**config.mk**
```make
export PLATFORM = sky130hd
export DESIGN_NAME = clk_div_sched
export DESIGN_NICKNAME = d
export VERILOG_FILES = /design/src/rtl/clk_sched_pkg.sv /design/src/rtl/clk_sched_chan.sv /design/src/rtl/clk_div_sched.sv
export SDC_FILE = /design/constraint.sdc
export NUM_CORES = 1
export LEC_CHECK = 0
export BUFFER_PORTS_ARGS = -buffer_cell sky130_fd_sc_hd__buf_2
export CORE_MARGIN = 2
export CORE_UTILIZATION = 57
export DETAILED_ROUTE_END_ITERATION = 12
export PLACE_DENSITY = 0.77
export SLEW_MARGIN = 5
export SYNTH_ARGS = -nofsm -noshare
export SYNTH_HDL_FRONTEND = slang
export SYNTH_HIERARCHICAL = 1
export SYNTH_SLANG_ARGS = --single-unit
```
**constraint.sdc**
```tcl
create_clock -name clk -period 3.2 [get_ports clk]
set_input_delay 0.32 -clock clk [delete_from_list [all_inputs] [get_ports clk]]
set_output_delay 0.32 -clock clk [all_outputs]
set_load 0.01 [all_outputs]
```
**src/rtl/clk_sched_pkg.sv**
```systemverilog
// rtl/clk_sched_pkg.sv - shared state encoding and constants for the clock divider scheduler
package clk_sched_pkg;

  typedef enum logic [1:0] {
    IDLE  = 2'd0,
    ALIGN = 2'd1,
    RUN   = 2'd2,
    DRAIN = 2'd3
  } sched_state_e;

  localparam int CW_DEFAULT = 16;
  localparam int DIV_MIN    = 1;

endpackage

```
**src/rtl/clk_sched_chan.sv**
```systemverilog
// rtl/clk_sched_chan.sv - one divided clock channel: phase delay, half-period counter, drain freeze
// CLK_SCHED_TICK_EN: when defined, tick pulses in the cycle clk_out rises; otherwise tick is tied low.
module clk_sched_chan
  import clk_sched_pkg::*;
#(
  parameter int CW = CW_DEFAULT
) (
  input  logic          clk,
  input  logic          rst,
  input  logic          load,
  input  logic          run,
  input  logic          drain,
  input  logic [CW-1:0] div,
  input  logic [CW-1:0] phase,
  output logic          clk_out,
  output logic          tick
);

  logic [CW-1:0] pc_q, pc_n;
  logic [CW-1:0] hc_q, hc_n;
  logic          started_q, started_n;
  logic          clk_q, clk_n;

  always_comb begin
    pc_n      = pc_q;
    hc_n      = hc_q;
    started_n = started_q;
    clk_n     = clk_q;
    if (load) begin
      hc_n = div;
      if (phase == '0) begin
        clk_n     = 1'b1;
        started_n = 1'b1;
        pc_n      = '0;
      end else begin
        clk_n     = 1'b0;
        started_n = 1'b0;
        pc_n      = phase;
      end
    end else if (run) begin
      if (!started_q) begin
        if (pc_q == CW'(1)) begin
          clk_n     = 1'b1;
          started_n = 1'b1;
          hc_n      = div;
          pc_n      = '0;
        end else begin
          pc_n = pc_q - CW'(1);
        end
      end else if (hc_q == CW'(1)) begin
        clk_n = ~clk_q;
        hc_n  = div;
      end else begin
        hc_n = hc_q - CW'(1);
      end
    end else if (drain && clk_q) begin
      // a high channel completes its high half, then stays low for the rest of the drain
      if (hc_q == CW'(1)) begin
        clk_n = 1'b0;
        hc_n  = div;
      end else begin
        hc_n = hc_q - CW'(1);
      end
    end
  end

  always_ff @(posedge clk) begin
    if (rst) begin
      pc_q      <= '0;
      hc_q      <= CW'(DIV_MIN);
      started_q <= 1'b0;
      clk_q     <= 1'b0;
    end else begin
      pc_q      <= pc_n;
      hc_q      <= hc_n;
      started_q <= started_n;
      clk_q     <= clk_n;
    end
  end

  assign clk_out = clk_q;

`ifdef CLK_SCHED_TICK_EN
  logic tick_q;

  always_ff @(posedge clk) begin
    if (rst) tick_q <= 1'b0;
    else     tick_q <= clk_n & ~clk_q;
  end

  assign tick = tick_q;
`else
  assign tick = 1'b0;
`endif

endmodule

```
**src/rtl/clk_div_sched.sv**
```systemverilog
// rtl/clk_div_sched.sv - sequenced bank of phase-aligned divided clocks with glitch-free stop
// CLK_SCHED_TICK_EN: when defined, each channel drives a rising-edge tick pulse.
module clk_div_sched
  import clk_sched_pkg::*;
#(
  parameter int NCH = 4,
  parameter int CW  = CW_DEFAULT,
  localparam int CHW = (NCH > 1) ? $clog2(NCH) : 1
) (
  input  logic           clk,
  input  logic           rst,
  input  logic           cfg_we,
  input  logic [CHW-1:0] cfg_ch,
  input  logic [CW-1:0]  cfg_div,
  input  logic [CW-1:0]  cfg_phase,
  output logic           cfg_ready,
  input  logic           start,
  input  logic           stop,
  output logic           busy,
  output logic           running,
  output logic [NCH-1:0] clk_out,
  output logic [NCH-1:0] tick
);

  sched_state_e state_q, state_n;

  logic [CW-1:0] div_r   [NCH];
  logic [CW-1:0] phase_r [NCH];

  logic ch_load, ch_run, ch_drain;
  logic all_low;

  assign all_low = ~|clk_out;

  always_comb begin
    state_n = state_q;
    case (state_q)
      IDLE:    if (start) state_n = ALIGN;
      ALIGN:   state_n = stop ? DRAIN : RUN;
      RUN:     if (stop) state_n = DRAIN;
      DRAIN:   if (all_low) state_n = IDLE;
      default: state_n = IDLE;
    endcase
  end

  always_ff @(posedge clk) begin
    if (rst) state_q <= IDLE;
    else     state_q <= state_n;
  end

  // channels react to stop in the same cycle it is sampled, so nothing new rises after it
  assign ch_load  = (state_q == ALIGN) && !stop;
  assign ch_run   = (state_q == RUN) && !stop;
  assign ch_drain = ((state_q == RUN || state_q == ALIGN) && stop) || (state_q == DRAIN);

  assign cfg_ready = (state_q == IDLE);
  assign busy      = (state_q != IDLE);
  assign running   = (state_q == RUN);

  always_ff @(posedge clk) begin
    if (rst) begin
      for (int i = 0; i < NCH; i++) begin
        div_r[i]   <= CW'(DIV_MIN);
        phase_r[i] <= '0;
      end
    end else if (cfg_ready && cfg_we && (int'(cfg_ch) < NCH)) begin
      div_r[cfg_ch]   <= (cfg_div == '0) ? CW'(DIV_MIN) : cfg_div;
      phase_r[cfg_ch] <= cfg_phase;
    end
  end

  for (genvar g = 0; g < NCH; g++) begin : g_ch
    clk_sched_chan #(.CW(CW)) u_chan (
      .clk     (clk),
      .rst     (rst),
      .load    (ch_load),
      .run     (ch_run),
      .drain   (ch_drain),
      .div     (div_r[g]),
      .phase   (phase_r[g]),
      .clk_out (clk_out[g]),
      .tick    (tick[g])
    );
  end

endmodule

```
* Word-level counts from Yosys, hierarchy flattened
Memories as Yosys holds them, arrays and structs flattened. Cells that the tools add are included.
Word-level totals: word-level logic and storage cells 209, memories 2, output and inout port bits 11, bits in writable memories 128, bits of input ports 39, register bits after elaboration 138
Operators by class: multiplexer cells 109, equality and inequality tests 26, bitwise logic cells 4, reductions and logical operators 43, add/sub/neg operators 8
Memory list:
- div_r | depth 4, width 16, read ports 4, clocked after Yosys merged registers in 0, write ports 4, RTL line clk_div_sched.sv:27 | logic [CW-1:0] div_r [NCH];
- phase_r | depth 4, width 16, read ports 4, clocked after Yosys merged registers in 0, write ports 4, RTL line clk_div_sched.sv:28 | logic [CW-1:0] phase_r [NCH];
Operators by type and width (number):
- $mux W16 | 47
- $eq A16 B1 Y1 const B | 8
- $sub A16 B1 Y16 const B | 8
- $logic_not A16 Y1 | 5
- $mux W1 | 56
- $reduce_or A16 Y1 | 2
- $reduce_bool A3 Y1 | 8
- $ne A4 B2 Y1 const B | 4
- $reduce_and A2 Y1 | 8
- $reduce_and A4 Y1 | 4
- $ne A2 B2 Y1 const B | 6
- $ne A3 B3 Y1 const B | 4
- $mux W2 | 5
- $logic_and A1 B1 Y1 | 8
- $pmux W2 S4 | 1
- $eq A2 B2 Y1 const B | 2
- $not A1 Y1 | 4
- $reduce_bool A2 Y1 | 2
- $reduce_or A4 Y1 | 1
- $reduce_and A3 Y1 | 1
- $eq A2 B1 Y1 const B | 1
- $logic_not A2 Y1 | 1
- $logic_or A1 B1 Y1 | 2
- $ne A2 B1 Y1 const B | 1
- $logic_not A1 Y1 | 1

* Logic depth before layout (Yosys ltp)
depth after elaboration 8, depth in mapped cells 11, depth with buffers taken out 8

* Modules after synthesis
Netlist, hierarchy kept.
By module, submodules not included:
- clk_sched_chan | seq. area each 680.7 um2, area an instance 2336.0 um2, times used 4, cells an instance 296
- clk_div_sched | seq. area each 3883.7 um2, area an instance 4954.8 um2, times used 1, cells an instance 325

* Worst setup path before layout
No wires, ideal clock.
path type register to register, start reg state_q[0], end reg g_ch[0].u_chan.hc_q[10], cell stages (with the launch flop) 10, path slack 0.113 ns, period minus slack after synthesis 3.087 ns, setup time 0.112 ns, data arrival time 2.975 ns, path buffers 1, required time 3.088 ns, cell sequence dfxtp_1 inv_1 ha_1 nor2b_1 nor2b_1 clkbuf_1 and2_1 a21boi_1 nor2_1 a2111oi_1
Between the ends: elaborated cells on any way between the ends 14, classes of those cells eq/ne: 4; mux: 2; reduce/logical: 8
RTL lines:
- start: declaration | RTL line clk_div_sched.sv:25 | sched_state_e state_q, state_n;
- start signal: assignment | RTL line clk_div_sched.sv:48 | else state_q <= state_n;
- $eq A2 B2 Y1 *
- net running | RTL line clk_div_sched.sv:20 | output logic running,
- $logic_and A1 B1 Y1 * | RTL line clk_div_sched.sv:53 | assign ch_run = (state_q == RUN) && !stop;
- net ch_run | RTL line clk_div_sched.sv:30 | logic ch_load, ch_run, ch_drain;
- $ne A4 B2 Y1 (no source line), or another cell as far along
- $reduce_and A2 Y1 (no source line) or $mux W16 (tied branches)
- end signal: assignment | RTL line clk_sched_chan.sv:70 | hc_q <= CW'(DIV_MIN);
- end signal: assignment | RTL line clk_sched_chan.sv:75 | hc_q <= hc_n;
- end: declaration | RTL line clk_sched_chan.sv:20 | logic [CW-1:0] hc_q, hc_n;
Mark *: on every way through the listed nets, which the timed path passes. The rest lies on a longest branch. A chain may end at the register's enable or synchronous reset.

* Worst setup path in the final report
start reg state_q[0], end reg g_ch[1].u_chan.hc_q[0]
Between the ends: elaborated cells on any way between the ends 14, classes of those cells eq/ne: 4; mux: 2; reduce/logical: 8
RTL lines (RTL line):
- $eq A2 B2 Y1 * | clk_div_sched.sv:53
- $logic_and A1 B1 Y1 * | clk_div_sched.sv:53
- net ch_run | clk_div_sched.sv:30
- $ne A4 B2 Y1 (no source line), or another cell as far along
- $reduce_and A2 Y1 (no source line) or $mux W16 (tied branches)
- end signal: assignment | clk_sched_chan.sv:70
- end signal: assignment | clk_sched_chan.sv:75
- end: declaration | clk_sched_chan.sv:20
Marked as above.

==> results.yml <==
status:
  status: "finished clean"
final_layout:
  layout_common_cells: "138 x dfxtp_1, 134 x nor2_1, 128 x edfxtp_1"
  fillers: 1948
  drive_gt1_share_pct: 13.23
  syn_to_final_growth_pct: 10.47
  final_util_pct: 64.57
  fin_nets: 1586
  num_antenna_cells: 0
  layout_commonest_cell: "dfxtp_1"
die:
  io_pins: 50
  floorplan.initialDensity_pct: 58.45
  core_mm2: 0.02446
  rows: 57
  dieHeight_um: 162.4
  dieArea_mm2: 0.02637
  die_w_um: 162.4
synth:
  synth_top_family_by_area: "simple AND/OR/NAND/NOR gates"
  avgSynthCellArea_um2: 9.476
  synth_area_leader_cell: "edfxtp_1"
  synth-edff-count: 128
  synth_mux_area_share_pct: 1.575
  synth.area.top_cells: "edfxtp_1 27%, dfxtp_1 19%, nor2_1 3.5%"
  ys_ff_latch: 266
  syn_nets: 1569
  synth_ff_type: "dfxtp_1"
  synthCells: 1509
  ys_types: 70
  yosys.area_share.simple_pct: 23.83
  synth_xor_area_share_pct: 0.4900
  synth-seq-area-share_pct: 46.20
  netlist_area_mm2: 0.01430
  yosysTopAreaCellShare_pct: 26.88
  synthArstFlopShare_pct: 0
  synth_compound_area_share_pct: 19.78
  synth_fa_ha_area_share_pct: 1.838
  yosys_warnings: 6
min_path:
  hp-start: "cfg_phase[1]"
  hold_class: "in2reg"
power_and_ir_drop:
  power_leakage_nw: 5.806
  ir_worst_vdd_mv: 1.018
  p_per_area_mw_per_mm2: 1303
clocking:
  cts_hold_buf: 0
  post_cts_resized: 0
  path_clk_slew_ns: 0.07
  cts_root_buf: "clkbuf_16"
  cts_inserted_buffers: 29
  cts_tree: "done"
  clock_latency_ns: 0.55
  htree_levels: 1
  clock-sinks: 266
  clk_path_buf_depth: 3
  post_cts_buffers: 0
grt:
  grt_pass1_vias: 11762
  antenna_found_initial: 0
  grt_pass1_wl_um: 64930
  grt_max_degree: 68
  grtUsageTotal_pct: 30.97
  overflow: 0
sta:
  period_minus_slack_ns: 2.941
  maxSlewHeadroom_pct: 37.86
  finalCritPeriodShare_pct: 91.91
  max_freq_ghz: 0.3400
  slew_viol_final: 0
  setup_violations: 0
  hold_violations: 0
  rsz0062_at_grt: "no"
  skew_ns: 0.008953
  tightestPinTransition_ns: 0.9280
  setup_tns_ns: 0
  layout_setup_ws_ns: 0.2590
worst_setup_path:
  crit_arrival_ns: 3.38
  crit_type: "reg2reg"
  crit_required_ns: 3.64
  critPathMaxFanout: 17
  end_kind: "register"
  crit_start: "state_q[0]"
  r2r_start: "state_q[0]"
  cp-start-kind: "register"
place:
  routabilityCongestion: 0.9571
  dpl.hpwl_um: 28140
  io_buffers: 45
  place_ws_ns: 0.1839
route:
  vias: 12724
  routed_wl_um: 41070
  drtIter0Drc: 1413
  wl_per_cell_um: 21.93
  drc_errors: 0
  final_antenna_net_count: 0
  dr.pass1.iters: 6
  vias_per_cell: 6.793
run:
  cap_violations: 0
## worst paths after layout
kind | depth (start not counted) | endpoint | slack (ns)
hold / removal | 2 | phase_r[0][1] | 0.16
setup / recovery | 9 | g_ch[1].u_chan/hc_q[0] | 0.26
setup reg to reg | 9 | g_ch[1].u_chan/hc_q[0] | 0.26
hold reg to reg | 2 | g_ch[3].u_chan/hc_q[6] | 0.48
## power breakdown
| group | total (mW) | switching, mW | internal, mW |
|---|---|---|---|
| clock | 3.45 | 1.40 | 2.06 |
| combinational | 11.9 | 7.34 | 4.59 |
| sequential | 5.19 | 0.821 | 4.37 |
## metal layers
layer | track usage (%) | wire, um | share of wire [%]
met1 | 43.70 | 16710 | 41
met2 | 47.41 | 18270 | 44
met3 | 5.755 | 4503 | 11
met4 | 12.39 | 1579 | 3.8
met5 | 0 | 0 | 0
## cells by family (layout without fill, tap and decap cells)
| kind of cell | Yosys count | in the layout |
|---|---|---|
| xor+xnor | 8 | 8 |
| mux | 22 | 22 |
| buf+inv | 203 | 243 |
| simple gates | 597 | 597 |
| flops | 266 | 266 |
| other cells | 4 | 4 |
| compound gates | 388 | 388 |
| fa+ha+maj | 21 | 21 |
## synth_stat cells (21+ instances only)
master / instances
dfxtp_1: 138
nor2_1: 134
edfxtp_1: 128
a21oi_1: 100
inv_1: 96
and2_1: 76
nor3_1: 76
clkbuf_1: 66
nor4_1: 56
nand2_1: 50
o32ai_1: 44
a211oi_1: 40
nand3_1: 35
or3_1: 29
or4_1: 28
a32oi_1: 24
o21ai_0: 24
ha_1: 21
nand4_1: 21
## critical path, stage by stage (launching register included)
cell and delay [ns]:
dfxtp_1 0.42, inv_1 0.11, ha_1 0.23, nor2b_2 0.27
nor2b_1 0.18, buf_4 0.16, nor2_1 0.54, nand2_4 0.27
a211o_1 0.35, a211o_1 0.30
## flip-flops by register name (all words and copies together) (netlist names)
register,count
g_ch.u_chan/started_q,4
g_ch.u_chan/hc_q,64
g_ch.u_chan/pc_q,64
state_q,2
div_r,64
g_ch.u_chan/clk_out,4
phase_r,64
## area by class of cell
cell class,count,area [um^2],share of cell area (%)
clock buffers,36,782.0,4.951
clock inverters,18,206.4,1.307
inverters,96,360.3,2.281
multi-input cells,1040,6834,43.27
flip-flops and latches,266,6606,41.83
well taps,324,405.4,2.567
repair buffers,93,600.6,3.802
## per-stage QoR
| step | area, um^2 | cells | hold slack [ns] | total power, mW |
|---|---|---|---|---|
| after CTS | 15780 | 1873 | 0.1444 | 20.25 |
| after global placement | 14790 | 1819 | 0.4680 | 16.52 |
| final | 15800 | 1873 | 0.1629 | 20.57 |
| after global routing | 15800 | 1873 | 0.1623 | 21.86 |
| after detailed placement | 14790 | 1819 | 0.4738 | 16.75 |
| after floorplan | 14300 | 1509 | 0.4570 | 14.56 |
No activity file was read; power rests on OpenSTA's default activity.
